`src/rtl/mem_access_pkg.sv`:
```
// Shared types and constants for the MEM pipeline stage.
package mem_access_pkg;

  localparam int REG_LEN      = 32;
  localparam int REG_ADDR_LEN = 5;
  localparam int MEM_OP_LEN   = 4;
  localparam logic [REG_LEN-1:0] ZERO_WORD = '0;

  typedef enum logic [MEM_OP_LEN-1:0] {
    MEM_NONE = 4'd0,
    MEM_LB   = 4'd1,
    MEM_LH   = 4'd2,
    MEM_LW   = 4'd3,
    MEM_LBU  = 4'd4,
    MEM_LHU  = 4'd5,
    MEM_SB   = 4'd6,
    MEM_SH   = 4'd7,
    MEM_SW   = 4'd8
  } mem_op_e;

  // Request fields latched when an access starts.
  typedef struct packed {
    mem_op_e                 op;
    logic [REG_ADDR_LEN-1:0] rd_addr;
    logic                    rd_en;
  } mem_req_t;

  function automatic logic is_load(input mem_op_e op);
    return op inside {MEM_LB, MEM_LH, MEM_LW, MEM_LBU, MEM_LHU};
  endfunction

  function automatic logic is_store(input mem_op_e op);
    return op inside {MEM_SB, MEM_SH, MEM_SW};
  endfunction

  // Number of bytes moved by an access.
  function automatic logic [2:0] op_bytes(input mem_op_e op);
    case (op)
      MEM_LB, MEM_LBU, MEM_SB: return 3'd1;
      MEM_LH, MEM_LHU, MEM_SH: return 3'd2;
      default:                 return 3'd4;
    endcase
  endfunction

endpackage

```
`src/rtl/mem_access_load_ext.sv`:
```
// Load extender: assembles up to four little-endian bytes into a register
// value, sign-extending LB/LH and zero-extending LBU/LHU.
module mem_access_load_ext
  import mem_access_pkg::*;
#(
  parameter int XLEN = REG_LEN
) (
  input  logic [3:0][7:0]  bytes_i,
  input  mem_op_e          op_i,
  output logic [XLEN-1:0]  data_o
);

  // Pick width and extension from the op.
  always_comb begin
    data_o = '0;
    case (op_i)
      MEM_LB:  data_o = XLEN'($signed(bytes_i[0]));
      MEM_LH:  data_o = XLEN'($signed(bytes_i[1:0]));
      MEM_LBU: data_o = XLEN'(bytes_i[0]);
      MEM_LHU: data_o = XLEN'(bytes_i[1:0]);
      MEM_LW:  data_o = XLEN'(bytes_i);
      default: data_o = '0;
    endcase
  end

endmodule

```
`src/rtl/mem_access.sv`:
```
// MEM stage: passes non-memory results through in one cycle and runs loads
// and stores serially, one byte per cycle, over an 8-bit synchronous RAM.
module mem_access
  import mem_access_pkg::*;
#(
  parameter int ADDR_W = 17,
  parameter int XLEN   = REG_LEN
) (
  input  logic                    clk,
  input  logic                    rst,
  input  logic                    rdy,
  input  logic [XLEN-1:0]         rd_data_i,
  input  logic [REG_ADDR_LEN-1:0] rd_addr_i,
  input  logic                    rd_enable_i,
  input  logic [MEM_OP_LEN-1:0]   mem_op_i,
  input  logic [XLEN-1:0]         store_data_i,
  input  logic [7:0]              mem_din,
  output logic [ADDR_W-1:0]       mem_a,
  output logic [7:0]              mem_dout,
  output logic                    mem_wr,
  output logic [XLEN-1:0]         rd_data_o,
  output logic [REG_ADDR_LEN-1:0] rd_addr_o,
  output logic                    rd_enable_o,
  output logic                    stall_req
);

  typedef enum logic {S_IDLE = 1'b0, S_BUSY = 1'b1} state_e;

  state_e          state_q;
  logic [2:0]      cnt_q;
  mem_req_t        req_q;
  logic [XLEN-1:0] addr_q;
  logic [XLEN-1:0] sdata_q;
  logic [3:0][7:0] byte_q;

  mem_op_e         op_in;
  logic [2:0]      nbytes;
  logic            ld, st, done;
  logic [1:0]      lane;
  logic [ADDR_W-1:0] byte_addr;
  logic [3:0][7:0] asm_d;
  logic [XLEN-1:0] ld_data_d;

  assign op_in     = mem_op_e'(mem_op_i);
  assign nbytes    = op_bytes(req_q.op);
  assign ld        = is_load(req_q.op);
  assign st        = is_store(req_q.op);
  assign lane      = 2'(cnt_q - 3'd1);
  // Address arithmetic is mod 2^XLEN, then truncated to the RAM width.
  assign byte_addr = ADDR_W'(addr_q + XLEN'(cnt_q));

  // Byte gathered so far plus the one arriving on mem_din this cycle
  // (RAM data lags the address by one cycle, so cnt=k carries byte k-1).
  always_comb begin
    asm_d = byte_q;
    if (ld && cnt_q != 3'd0) asm_d[lane] = mem_din;
  end

  mem_access_load_ext #(.XLEN(XLEN)) u_ext (
    .bytes_i (asm_d),
    .op_i    (req_q.op),
    .data_o  (ld_data_d)
  );

  // RAM request, completion detect and stall; reset forces everything quiet.
  always_comb begin
    mem_a     = '0;
    mem_dout  = '0;
    mem_wr    = 1'b0;
    done      = 1'b0;
    stall_req = 1'b0;
    if (state_q == S_IDLE) begin
      stall_req = is_load(op_in) || is_store(op_in);
    end else begin
      if (cnt_q < nbytes) begin
        mem_a = byte_addr;
        if (st) begin
          mem_wr   = rdy;
          mem_dout = sdata_q[{cnt_q[1:0], 3'b000} +: 8];
        end
      end else begin
        mem_a = addr_q[ADDR_W-1:0];
      end
      done      = st ? (cnt_q == nbytes - 3'd1) : (cnt_q == nbytes);
      stall_req = !done;
    end
    if (!rst) begin
      mem_a     = '0;
      mem_dout  = '0;
      mem_wr    = 1'b0;
      stall_req = 1'b0;
    end
  end

  // Stage FSM: pass-through in IDLE, one byte per cycle in BUSY; frozen while rdy=0.
  always_ff @(posedge clk or negedge rst) begin
    if (!rst) begin
      state_q     <= S_IDLE;
      cnt_q       <= '0;
      req_q       <= '0;
      addr_q      <= '0;
      sdata_q     <= '0;
      byte_q      <= '0;
      rd_data_o   <= ZERO_WORD;
      rd_addr_o   <= '0;
      rd_enable_o <= 1'b0;
    end else if (rdy) begin
      case (state_q)
        S_IDLE: begin
          if (is_load(op_in) || is_store(op_in)) begin
            req_q       <= '{op: op_in, rd_addr: rd_addr_i, rd_en: rd_enable_i};
            addr_q      <= rd_data_i;
            sdata_q     <= store_data_i;
            byte_q      <= '0;
            cnt_q       <= '0;
            state_q     <= S_BUSY;
            rd_enable_o <= 1'b0;
          end else begin
            rd_data_o   <= rd_data_i;
            rd_addr_o   <= rd_addr_i;
            rd_enable_o <= rd_enable_i;
          end
        end
        default: begin
          if (ld && cnt_q != 3'd0) byte_q <= asm_d;
          if (done) begin
            state_q <= S_IDLE;
            if (ld) begin
              rd_data_o   <= ld_data_d;
              rd_addr_o   <= req_q.rd_addr;
              rd_enable_o <= req_q.rd_en;
            end else begin
              rd_enable_o <= 1'b0;
            end
          end else begin
            cnt_q       <= cnt_q + 3'd1;
            rd_enable_o <= 1'b0;
          end
        end
      endcase
    end
  end

endmodule

```
`config.mk`:
```
export PLATFORM = sky130hd
export DESIGN_NAME = mem_access
export DESIGN_NICKNAME = d
export VERILOG_FILES = /design/src/rtl/mem_access_pkg.sv /design/src/rtl/mem_access_load_ext.sv /design/src/rtl/mem_access.sv
export SDC_FILE = /design/constraint.sdc
export NUM_CORES = 1
export LEC_CHECK = 0
export ABC_AREA = 0
export CORE_MARGIN = 3
export CORE_UTILIZATION = 30
export CTS_CLUSTER_DIAMETER = 120
export DETAILED_ROUTE_END_ITERATION = 16
export SLEW_MARGIN = 20
export SYNTH_ARGS = -nofsm -noshare
export SYNTH_HDL_FRONTEND = slang
export SYNTH_SLANG_ARGS = --single-unit
export TNS_END_PERCENT = 100
```
`constraint.sdc`:
```
create_clock -name clk -period 4.23 [get_ports clk]
set_clock_uncertainty 0.05 [all_clocks]
set_input_delay 0.6345 -clock clk [delete_from_list [all_inputs] [get_ports clk]]
set_output_delay 0.6345 -clock clk [all_outputs]
set_load 0.02 [all_outputs]
```
-- Yosys cells after proc, flatten, opt, wreduce, memory -nomap -nowiden
Cells that the tools add are included.
- bits in registers: 133
- bits of input ports: 85
- logic and storage cells: 104
- add/subtract/negate cells: 4
- $lt $le $gt $ge: 3
- eq/ne operators: 23
- shifts and indexed selects: 1
- mux-type cells: 42
- bitwise operators: 1
- reduce and logical (&&, ||, !) cells: 16
- operators by type and width (kind ; count):
    $mux 32 ; 8
    $pmux 32 s5 ; 1
    $mux 17 ; 3
    $mux 8 ; 5
    $bwmux 32 ; 1
    $eq 4x3->1 const B ; 8
    $shiftx 32x6->8 ; 1
    $mux 5 ; 4
    $add 17x3->17 ; 1
    $demux 8 s2 ; 1
    $eq 4x2->1 const B ; 4
    $mux 1 ; 15
    $reduce_bool 5->1 ; 2
    $mux 3 ; 3
    $reduce_and 3->1 ; 3
    $reduce_bool 3->1 ; 3
    $eq 4x1->1 const B ; 2
    $eq 4x4->1 const B ; 2
    $eq 3x3->1 ; 2
    $ne 2x1->1 const B ; 3
    $pmux 3 s2 ; 1
    $reduce_or 3->1 ; 2
    $ne 2x2->1 const B ; 2
    $reduce_and 4->1 ; 1
    11 further kinds ; 12

-- Depth between registers and ports, before layout
Gate-level depths: netlist of run 1.
- word-level depth: 11
- gate-level depth with buffers: 16
- depth with buffers taken out: 12

-- Modules after synthesis
A second synthesis of run 1 with hierarchy kept.
- cell total of the unflattened synthesis: 635
- area total of the unflattened synthesis: 7275.7 um^2
- modules (own cells, without submodules) (module ; instances ; cells an instance ; area an instance (um^2) ; sequential area each (um^2)):
    mem_access ; 1 ; 588 ; 6899.1 ; 3328.2
    mem_access_load_ext ; 1 ; 47 ; 376.6 ; 0.0

-- Least setup slack after synthesis of run 1
Ideal clock, no wire load.
- kind: reg-to-output
- from: register req_q[8] (netlist name)
- to: output port mem_dout[0]
- arrival: 3.141 ns
- required time: 3.546 ns
- setup slack: 0.405 ns
- cell stages (with the launch flop): 15
- cells stage by stage: dfrtp_1 clkbuf_1 nor2_1 nand2_1 a21o_1 ha_1 inv_1 nand2b_1 ha_1 nor2b_1 o21ai_0 nand2b_1 or3b_2 clkbuf_1 nor2b_1
- word-level cells in the longest chain between the ends: 7
- elaborated cells on any way between the ends: 16
- ends and longest elaborated chain (element ; RTL line ; RTL):
    from (decl) ; mem_access.sv:31 ; mem_req_t req_q;
    from (signal assigned) ; mem_access.sv:111 ; req_q <= '{op: op_in, rd_addr: rd_addr_i, rd_en: rd_enable_i};
    $eq 4x2->1, or another cell as far along ; mem_access_pkg.sv:38 ; case (op)
    $reduce_or 3->1 ; mem_access_pkg.sv:38 ;
    $pmux 3 s2 ; mem_access_pkg.sv:38 ;
    $lt 3x3->1 ; mem_access.sv:75 ; if (cnt_q < nbytes) begin
    $mux 8 (*) ; mem_access.sv:75 ;
    $mux 8 (*) ; mem_access.sv:72 ; if (state_q == S_IDLE) begin
    $mux 8 (*) ; mem_access.sv:87 ; if (!rst) begin
    to (decl) ; mem_access.sv:19 ; output logic [7:0] mem_dout,
Every way passes the cells marked *; elsewhere a longest branch is shown, timed or not.

-- Worst setup path after layout of run 1
- from: register req_q[8] (netlist name)
- to: output port mem_a[15]
- word-level cells in the longest chain between the ends: 7
- elaborated cells on any way between the ends: 13
- ends and longest elaborated chain (element ; RTL line ; RTL):
    $eq 4x2->1, or another cell as far along ; mem_access_pkg.sv:38 ;
    $reduce_or 3->1 ; mem_access_pkg.sv:38 ;
    $pmux 3 s2 (*) ; mem_access_pkg.sv:38 ;
    $lt 3x3->1 (*) ; mem_access.sv:75 ;
    $mux 17 (*) ; mem_access.sv:75 ;
    $mux 17 (*) ; mem_access.sv:72 ;
    $mux 17 (*) ; mem_access.sv:87 ;
    to (decl) ; mem_access.sv:18 ; output logic [ADDR_W-1:0] mem_a,
Marks and branches as above.

==> results of run 1 <==
## synthesized netlist by cell type (14+ instances only)
cell	n	area, µm²
a21oi_1	40	200
a22o_1	25	219
a31oi_1	25	156
and3_1	15	93.8
buf_2	17	85.1
clkbuf_1	24	90.1
dfrtp_1	133	3330
mux2_2	71	800
mux2i_1	27	270
nand2_1	72	270
nor2_1	14	52.6
o31ai_1	33	248
## worst paths after layout
path / start / end / cells after the start
max: req_q[8] / mem_a[15] / 15
min: rst / sdata_q[22] / 2
max reg2reg: req_q[8] / rd_addr_o[1] / 13
min reg2reg: byte_q[6] / byte_q[6] / 2
max in group asynchronous: rst / req_q[6] / 3
min in group clk: byte_q[6] / byte_q[6] / 2
## power breakdown
part | internal (W) | total (W) | switching (W)
Sequential | 0.00181 | 0.00220 | 0.000391
Combinational | 0.00160 | 0.00334 | 0.00174
Clock | 0.000879 | 0.00146 | 0.000586
Total | 0.00429 | 0.00701 | 0.00271
## sequential cells by signal, summed over array words and instances (netlist names), 3 cells and up
| signal | cells |
|---|---|
| rd_data_o | 32 |
| req_q | 10 |
| addr_q | 17 |
| cnt_q | 3 |
| byte_q | 32 |
| rd_addr_o | 5 |
| sdata_q | 32 |
## stage by stage
stage | area (µm²) | hold slack (ns) | std cells
after floorplan | 7250 | 0.289 | 660
after global placement | 9070 | 0.409 | 1099
after detailed placement | 9070 | 0.416 | 1099
after CTS | 9630 | 0.388 | 1131
after global routing | 9610 | 0.433 | 1132
final | 9610 | 0.363 | 1132
## cells by family (layout without fill, tap and decap cells)
kind of cell,Yosys count,after routing,share of synthesized area
and+or+nand+nor,178,178,0.135
AOI/OAI and AO/OA,160,160,0.151
DFF,133,133,0.459
muxes,111,111,0.184
buffers and inverters,59,212,0.0404
adders and majority gates,14,14,0.0252
xor gates and xnor gates,5,5,0.00604
## critical path, stage by stage (launching register included)
cell      delay [ns]
dfrtp_2         0.45
nor2_1          0.11
nand2_1         0.06
a21o_1          0.18
ha_1            0.21
inv_1           0.07
nand2b_1        0.06
ha_1            0.28
nor2b_1         0.13
o21ai_1         0.12
buf_4           0.15
nand4b_1        0.09
buf_4           0.19
or4_1           0.52
a21oi_2         0.14
buf_4           0.14
## final cells by class
| class | instances | area share |
|---|---|---|
| clock buffers | 19 | 0.0461 |
| clock inverters | 13 | 0.0139 |
| inverters | 10 | 0.00391 |
| multi-input cells | 468 | 0.381 |
| flip-flops and latches | 133 | 0.347 |
| well taps | 319 | 0.0415 |
| repair buffers | 170 | 0.166 |
## per-layer routing
layer | wire length (µm) | vias up | global-route usage
met5 | 0 | - | 0
met4 | 175 | 0 | 0.0391
met3 | 1430 | 15 | 0.0495
met2 | 9130 | 164 | 0.244
met1 | 9750 | 2816 | 0.217
li1 | - | 2734 | -
## cells in the final DEF, fill, tap and decap left out, types with 17 or more instances in the layout
| cell | netlist | layout |
|---|---|---|
| o31ai_1 | 33 | 33 |
| clkbuf_16 | 0 | 17 |
| buf_4 | 1 | 20 |
| a21oi_1 | 40 | 39 |
| nand2_1 | 72 | 72 |
| clkdlybuf4s50_1 | 0 | 124 |
| a22o_1 | 25 | 25 |
| mux2_2 | 71 | 71 |
| mux2i_1 | 27 | 27 |
| dfrtp_1 | 133 | 131 |
| a31oi_1 | 25 | 25 |
## repair_timing
action	CTS	global route
setup buffers	0	0
gates resized for setup	25	41
pin swaps	0	0
setup endpoints to repair	21	25
==> impl_metrics.csv, run 1 <==
group,metric,value,unit
status,status,"completed",
worst_hold_path,hp-class,"in2async",
global_route,grt_pass1_wl,32800,µm
yosys,synth_cell_types,60,
route,viasPerCell,5.06,
route,drc_errors,0,
global_route,track_usage,0.158,
clock_tree,cts_buffers,17,
setup_path,arrival,3.34,ns
timing,rsz0062_at_grt,"false",
timing,hold_viol_final,0,
yosys,ys.flop_type,"dfrtp_1",
route,num_vias,5729,
setup_path,crit_path_end_kind,"output port",
floorplan,num_rows,56,
cells_and_area,num-nets-final,899,
clock_tree,cts_root_buf,"clkbuf_16",
timing,slew_headroom,0.360,
yosys,synth_edf_count,0,
setup_path,crit_required,3.55,ns
clock_tree,h-tree-depth,4,
clock_tree,insertion_delay,0.42,ns
timing,finalSetupViolations,0,
floorplan,dieArea,0.0261,mm²
cells_and_area,fillers,2308,
floorplan,core-area,0.0236,mm²
route,wl_per_cell,18.1,µm
clock_tree,hold_buffers,0,
cells_and_area,antennaDiodeCount,0,
route,dr.pass1.iters,6,
setup_path,critPathKind,"reg2out",
setup_path,cp_max_fo,11,
timing,fmax,248,MHz
yosys,seq_area_frac_synth,0.459,
floorplan,die_height,162,µm
power_and_ir_drop,p_leak,4.14,nW
route,drt_wl_total,20500,µm
timing,slew_viol_final,0,
yosys,synth_async_sr_flop_share,1.00,
global_route,antenna_found_initial,0,
cells_and_area,area_growth,32.4,%
floorplan,floorplan.initialDensity,0.307,
route,first_iter_violations,462,
placed_design,dp_slack,0.110,ns
yosys,syn_inst,660,
timing,final.min_clock_period,4.03,ns
yosys,syn-num-nets,759,
clock_tree,clk_pin_slew,0.06,ns
clock_tree,clkSinkCount,133,
floorplan,num_io_pins,150,
yosys,ys_seq_elements,133,
setup_path,r2r_slack,0.81,ns
clock_tree,cts_tree,"built",
route,ant_nets,0,
timing,fin_ws,0.205,ns
cells_and_area,final_layout_size_suffix_gt1_frac,0.212,
global_route,grt_max_degree,75,
cells_and_area,fin_util,0.407,
floorplan,die_width,162,µm
clock_tree,cts_buffer_depth,2,
setup_path,startpoint_type,"flip-flop",
power_and_ir_drop,p_total,0.00701,W
yosys,synth_area,0.00725,mm²
yosys,synth.yosys.warnings,0,
cells_and_area,multi_input_area,0.00366,mm²
placed_design,place_congestion,0.776,
timing,tns,0,ns
yosys,avgSynthCellArea,11.0,µm²
placed_design,hpwl,14500,µm
global_route,grt-ovfl-total,0,
timing,post-route-period-util,0.952,
cells_and_area,final-seq-area,0.00333,mm²
power_and_ir_drop,power_density,729,mW/mm²
global_route,grt_pass1_vias,5869,
power_and_ir_drop,max-vdd-ir-drop,0.000285,V
timing,tightest_slew,0.960,ns
run,cap_violations,0,
placed_design,portBuffers,149,
(Power assumes the default switching activity.)
==> run 2: changes to the inputs <==
- SLEW_MARGIN: 20 -> not set
==> run 2 against run 1 <==
Against the previous run:
- core utilization about the same
- cell count is essentially flat
- non-clock buffer count is 1 lower
- critical path type unchanged
- combinational power hardly changed
- highest routed layer unchanged
- routed wire length shrank 0.19%
- die area is the same
- flip-flop and latch count is the same
- maximum frequency is 0.12% lower
- clock-buffer cell count stayed put
- via count about the same
==> impl_metrics.csv, run 2 (synthesized netlist as in run 1, its figures left out) <==
group,metric,value,unit
floorplan,floorplan.initialDensity,0.307,
placed_design,portBuffers,149,
route,ant_nets,0,
clock_tree,cts_buffers,17,
clock_tree,clk_pin_slew,0.06,ns
route,wl_met3,1450,µm
cells_and_area,layout_commonest_cell,"dfrtp_1",
timing,tns,0,ns
global_route,grt_pass1_wl,32800,µm
global_route,track_usage,0.158,
timing,fmax,248,MHz
floorplan,dieArea,0.0261,mm²
setup_path,r2r_start,"req_q[8]",
cells_and_area,antennaDiodeCount,0,
timing,slew_viol_final,0,
setup_path,r2r_slack,0.81,ns
timing,post-route-period-util,0.953,
power_and_ir_drop,power_density,729,mW/mm²
clock_tree,h-tree-depth,4,
route,dr.pass1.iters,5,
timing,hold_viol_final,0,
global_route,grt_pass1_vias,5869,
placed_design,hpwl,14500,µm
power_and_ir_drop,p_leak,4.13,nW
clock_tree,clkSinkCount,133,
cells_and_area,final_layout_size_suffix_gt1_frac,0.211,
floorplan,die_width,162,µm
setup_path,cpPeakStageDelay,0.52,ns
power_and_ir_drop,max-vdd-ir-drop,0.000284,V
timing,tightest_slew,1.11,ns
power_and_ir_drop,p_total,0.00700,W
setup_path,reg2reg_to,"rd_addr_o[1]",
clock_tree,cts_root_buf,"clkbuf_16",
setup_path,cp_max_fo,11,
global_route,grt_max_degree,75,
setup_path,startpoint_type,"flip-flop",
route,wl_per_cell,18.1,µm
route,viasPerCell,5.07,
route,drt_wl_total,20500,µm
setup_path,path_cells,"nor2_1 > nand2_1 > a21o_1 > ha_1 > inv_1 > nand2b_1 > ha_1 > nor2b_1 > o21ai_1 > buf_4 > nand4b_1 > buf_4 > or4_1 > a21oi_2 > buf_4",
cells_and_area,fillers,2309,
cells_and_area,final-seq-area,0.00333,mm²
run,cap_violations,0,
cells_and_area,area_growth,32.3,%
placed_design,dp_slack,0.110,ns
setup_path,arrival,3.35,ns
setup_path,worstSetupStartpoint,"req_q[8]",
route,drc_errors,0,
global_route,antenna_found_initial,0,
route,wl_met2,9140,µm
worst_hold_path,hp-class,"in2async",
floorplan,core-area,0.0236,mm²
cells_and_area,multi_input_area,0.00366,mm²
setup_path,worst-r2r-cell-count,13,
setup_path,cp_common_cell,"buf_4",
route,top_layer,"met4",
floorplan,num_io_pins,150,
setup_path,endpoint,"mem_a[15]",
cells_and_area,final_cell_mix,"dfrtp_1 (131), clkdlybuf4s50_1 (124), nand2_1 (72), mux2_2 (71), a21oi_1 (39)",
timing,rsz0062_at_grt,"false",
cells_and_area,top_regs,"byte_q: 32 flops, rd_data_o: 32 flops, sdata_q: 32 flops",
timing,finalSetupViolations,0,
clock_tree,cts_buffer_depth,2,
timing,slew_headroom,0.259,
setup_path,critPathKind,"reg2out",
floorplan,num_rows,56,
route,wl_met1,9690,µm
placed_design,place_congestion,0.776,
setup_path,crit_required,3.55,ns
status,status,"completed",
global_route,grt-ovfl-total,0,
cells_and_area,num-nets-final,898,
clock_tree,post-cts-setup-buffer-count,0,
clock_tree,hold_buffers,0,
setup_path,crit_path_end_kind,"output port",
floorplan,die_height,162,µm
setup_path,cp_slowest_cell,"or4_1",
timing,final.min_clock_period,4.03,ns
clock_tree,cts_tree,"built",
route,num_vias,5731,
timing,fin_ws,0.200,ns
route,first_iter_violations,459,
clock_tree,insertion_delay,0.42,ns
[run 2: cell types whose count changed in the layout (fill, tap and decap cells not counted)]
cell | previous run | this run
buf_6 | 2 | 1
[run 2: area by class of cell]
| type | count | share of cell area |
|---|---|---|
| inverters | 10 | 0.00391 |
| clock buffers | 19 | 0.0462 |
| multi-input cells | 468 | 0.382 |
| repair buffers | 169 | 0.165 |
| clock inverters | 13 | 0.0140 |
| flip-flops and latches | 133 | 0.347 |
| well taps | 319 | 0.0416 |
[run 2: report_power, final]
group / leakage (nW) / internal [W] / total, W / switching [W]
clock network: 0.278 / 0.000879 / 0.00146 / 0.000582
logic: 2.22 / 0.00160 / 0.00333 / 0.00174
registers: 1.64 / 0.00181 / 0.00220 / 0.000390
total: 4.13 / 0.00429 / 0.00700 / 0.00271
[run 2: how the worst min path moves through the flow]
stage,from,endpoint
after floorplan,rst,addr_q[0]
after global placement,byte_q[0],byte_q[0]
after detailed placement,byte_q[0],byte_q[0]
after CTS,rst,sdata_q[22]
after global routing,rst,sdata_q[21]
final,rst,sdata_q[22]
[run 2: routing by layer]
layer  vias up  global-route usage
met5         -                   0
met4         0              0.0391
met3        13              0.0495
met2       169               0.244
met1      2818               0.217
li1       2731                   -
[run 2: metrics by stage]
step	area [µm²]	std cells	util	hold WS, ns
floorplan	7250	660	-	0.289
global placement	9070	1099	0.384	0.409
detailed placement	9070	1099	0.384	0.416
CTS	9630	1131	0.408	0.388
global route	9600	1131	0.406	0.433
finish	9600	1131	0.406	0.360
[run 2: worst max-delay path: cells and delay by family, from the launching register on]
family / cells / cell delay [ns]
adders and majority gates: 2 / 0.49
buffers and inverters: 4 / 0.56
DFF: 1 / 0.45
AOI/OAI and AO/OA: 3 / 0.44
and+or+nand+nor: 6 / 0.97
[run 2: what timing repair did]
action | 4_1_cts | 5_1_grt
resized for setup | 25 | 41
setup endpoints to repair | 21 | 25
hold endpoints to repair | 0 | 0
==> run 3: changes to the inputs <==
- CORE_ASPECT_RATIO: not set -> 1.4
==> run 3 against run 2 <==
Against the previous run:
- sequential share of layout area is 0.40 points lower
- global-route usage is 0.63 points higher
- core utilization is 0.59 points higher
- critical endpoint is now mem_dout[3]
- first-iteration DRC count is 21% lower
- cell count is 1.1% lower
- largest power group unchanged
==> impl_metrics.csv, run 3 (synthesized netlist as in run 1, its figures left out) <==
group,metric,value,unit
clock_tree,h-tree-depth,4,
global_route,grt_pass1_wl,33200,µm
route,num_vias,5765,
setup_path,crit_required,3.55,ns
clock_tree,cts_tree,"built",
floorplan,core-area,0.0235,mm²
setup_path,crit_path_end_kind,"output port",
clock_tree,hold_buffers,0,
timing,tightest_slew,0.969,ns
clock_tree,cts_buffers,17,
cells_and_area,fillers,2304,
setup_path,r2r_slack,0.61,ns
timing,finalSetupViolations,0,
power_and_ir_drop,p_clk_frac,0.237,
status,status,"completed",
global_route,grt_max_degree,69,
setup_path,critPathKind,"reg2out",
power_and_ir_drop,netSwitchingPower,0.00272,W
setup_path,cpPeakStageDelay,0.48,ns
cells_and_area,layout_commonest_cell,"dfrtp_1",
setup_path,cp_max_fo,9,
timing,slew_headroom,0.354,
placed_design,hpwl,14900,µm
route,ant_nets,0,
setup_path,crit_family,"simple AND/OR/NAND/NOR gates",
placed_design,place_congestion,0.771,
timing,slew_viol_final,0,
setup_path,startpoint_type,"flip-flop",
cells_and_area,final_cell_mix,"dfrtp_1 (132), clkdlybuf4s50_1 (123), nand2_1 (72), mux2_2 (71), a21oi_1 (40)",
power_and_ir_drop,power_density,749,mW/mm²
route,viasPerCell,5.15,
clock_tree,cts_buffer_depth,2,
clock_tree,clk_pin_slew,0.06,ns
timing,fmax,253,MHz
cells_and_area,top_regs,"byte_q: 32 flops, rd_data_o: 32 flops, sdata_q: 32 flops",
placed_design,portBuffers,149,
cells_and_area,area_growth,33.8,%
run,cap_violations,0,
power_and_ir_drop,netSwitchingFraction,0.374,
setup_path,arrival,3.27,ns
clock_tree,cts_root_buf,"clkbuf_16",
global_route,grt-ovfl-total,0,
floorplan,die_width,137,µm
floorplan,num_io_pins,150,
clock_tree,post-cts-setup-buffer-count,0,
timing,hold_viol_final,0,
cells_and_area,num-nets-final,899,
setup_path,path_cells,"nor2_1 > nand2_1 > a21o_1 > ha_1 > inv_1 > nand2b_1 > ha_1 > nor2b_1 > o21ai_0 > buf_4 > nand2b_1 > or3b_4 > nor2b_1 > dlygate4sd2_1",
cells_and_area,final_layout_size_suffix_gt1_frac,0.204,
clock_tree,clkSinkCount,133,
timing,post-route-period-util,0.935,
route,drt_wl_total,20800,µm
global_route,grt_pass1_vias,5973,
power_and_ir_drop,intPower,0.00455,W
timing,final.min_clock_period,3.95,ns
floorplan,dieArea,0.0261,mm²
power_and_ir_drop,max-vdd-ir-drop,0.000318,V
route,drc_errors,0,
route,wl_per_cell,18.6,µm
route,first_iter_violations,364,
power_and_ir_drop,p_leak,4.23,nW
clock_tree,insertion_delay,0.42,ns
route,dr.pass1.iters,4,
global_route,antenna_found_initial,0,
timing,tns,0,ns
worst_hold_path,hp-class,"in2async",
setup_path,cp_slowest_cell,"or3b_4",
global_route,track_usage,0.164,
floorplan,floorplan.initialDensity,0.308,
floorplan,die_height,190,µm
power_and_ir_drop,p_seq_frac,0.298,
power_and_ir_drop,p_total,0.00727,W
setup_path,path_buf_inv,3,
floorplan,num_rows,66,
power_and_ir_drop,power_frac_comb,0.466,
[run 3: final cells by class]
| class | instances | area [µm²] | area share |
|---|---|---|---|
| Multi-Input combinational cell | 468 | 3660 | 0.377 |
| Sequential cell | 133 | 3330 | 0.343 |
| Timing Repair Buffer | 170 | 1610 | 0.166 |
| Clock buffer | 20 | 457 | 0.0471 |
| Tap cell | 306 | 383 | 0.0395 |
| Clock inverter | 11 | 223 | 0.0230 |
| Inverter | 10 | 37.5 | 0.00387 |
| Antenna cell | 1 | 2.50 | 0.000258 |
[run 3: per-layer routing]
metal  vias up  global-route usage  part of all wire
met5         -                   0                 0
met4         0              0.0661             0.032
met3        36              0.0505             0.062
met2       157               0.268              0.49
met1      2838               0.201              0.42
li1       2734                   -                 -
[run 3: metrics by stage]
| step | hold slack [ns] | cell area (µm²) | std cells | setup WS, ns | util |
|---|---|---|---|---|---|
| finish | 0.388 | 9700 | 1119 | 0.276 | 0.412 |
| global route | 0.454 | 9700 | 1118 | -0.00442 | 0.412 |
| CTS | 0.428 | 9720 | 1118 | 0.0439 | 0.413 |
| detailed placement | 0.416 | 9070 | 1087 | 0.228 | 0.385 |
| global placement | 0.409 | 9070 | 1087 | 0.272 | 0.385 |
| floorplan | 0.289 | 7250 | 660 | 0.405 | - |
[run 3: power groups by stage]
stage	combinational [W]	clock (W)	sequential, W
floorplan	0.00208	0	0.00230
global placement	0.00342	0	0.00217
detailed placement	0.00345	0	0.00219
CTS	0.00344	0.00175	0.00217
global route	0.00372	0.00182	0.00225
finish	0.00339	0.00172	0.00217
[run 3: worst register-to-register path: cells and delay by family, from the launching register on]
kind / cells / cell delay, ns
adder cells (fa/ha/maj): 2 / 0.44
flip-flops: 1 / 0.44
AND/OR/NAND/NOR: 6 / 0.96
buffers and inverters: 2 / 0.78
AO/OA/AOI/OAI: 2 / 0.43
multiplexers: 1 / 0.42
[run 3: worst paths after layout]
kind	start	endpoint	depth (start not counted)
worst max-delay path	req_q[8]	mem_dout[3]	14
worst min-delay path	rst	rd_addr_o[1]	2
worst max register to register	req_q[8]	rd_data_o[3]	13
worst min register to register	byte_q[2]	byte_q[2]	2
max in group asynchronous	rst	rd_data_o[10]	3
min in group clk	byte_q[2]	byte_q[2]	2
[run 3: repair_timing]
action | in CTS | in global routing
endpoints found under the hold margin | 0 | 0
setup endpoints to repair | 21 | 20
gates resized for setup | 22 | 39
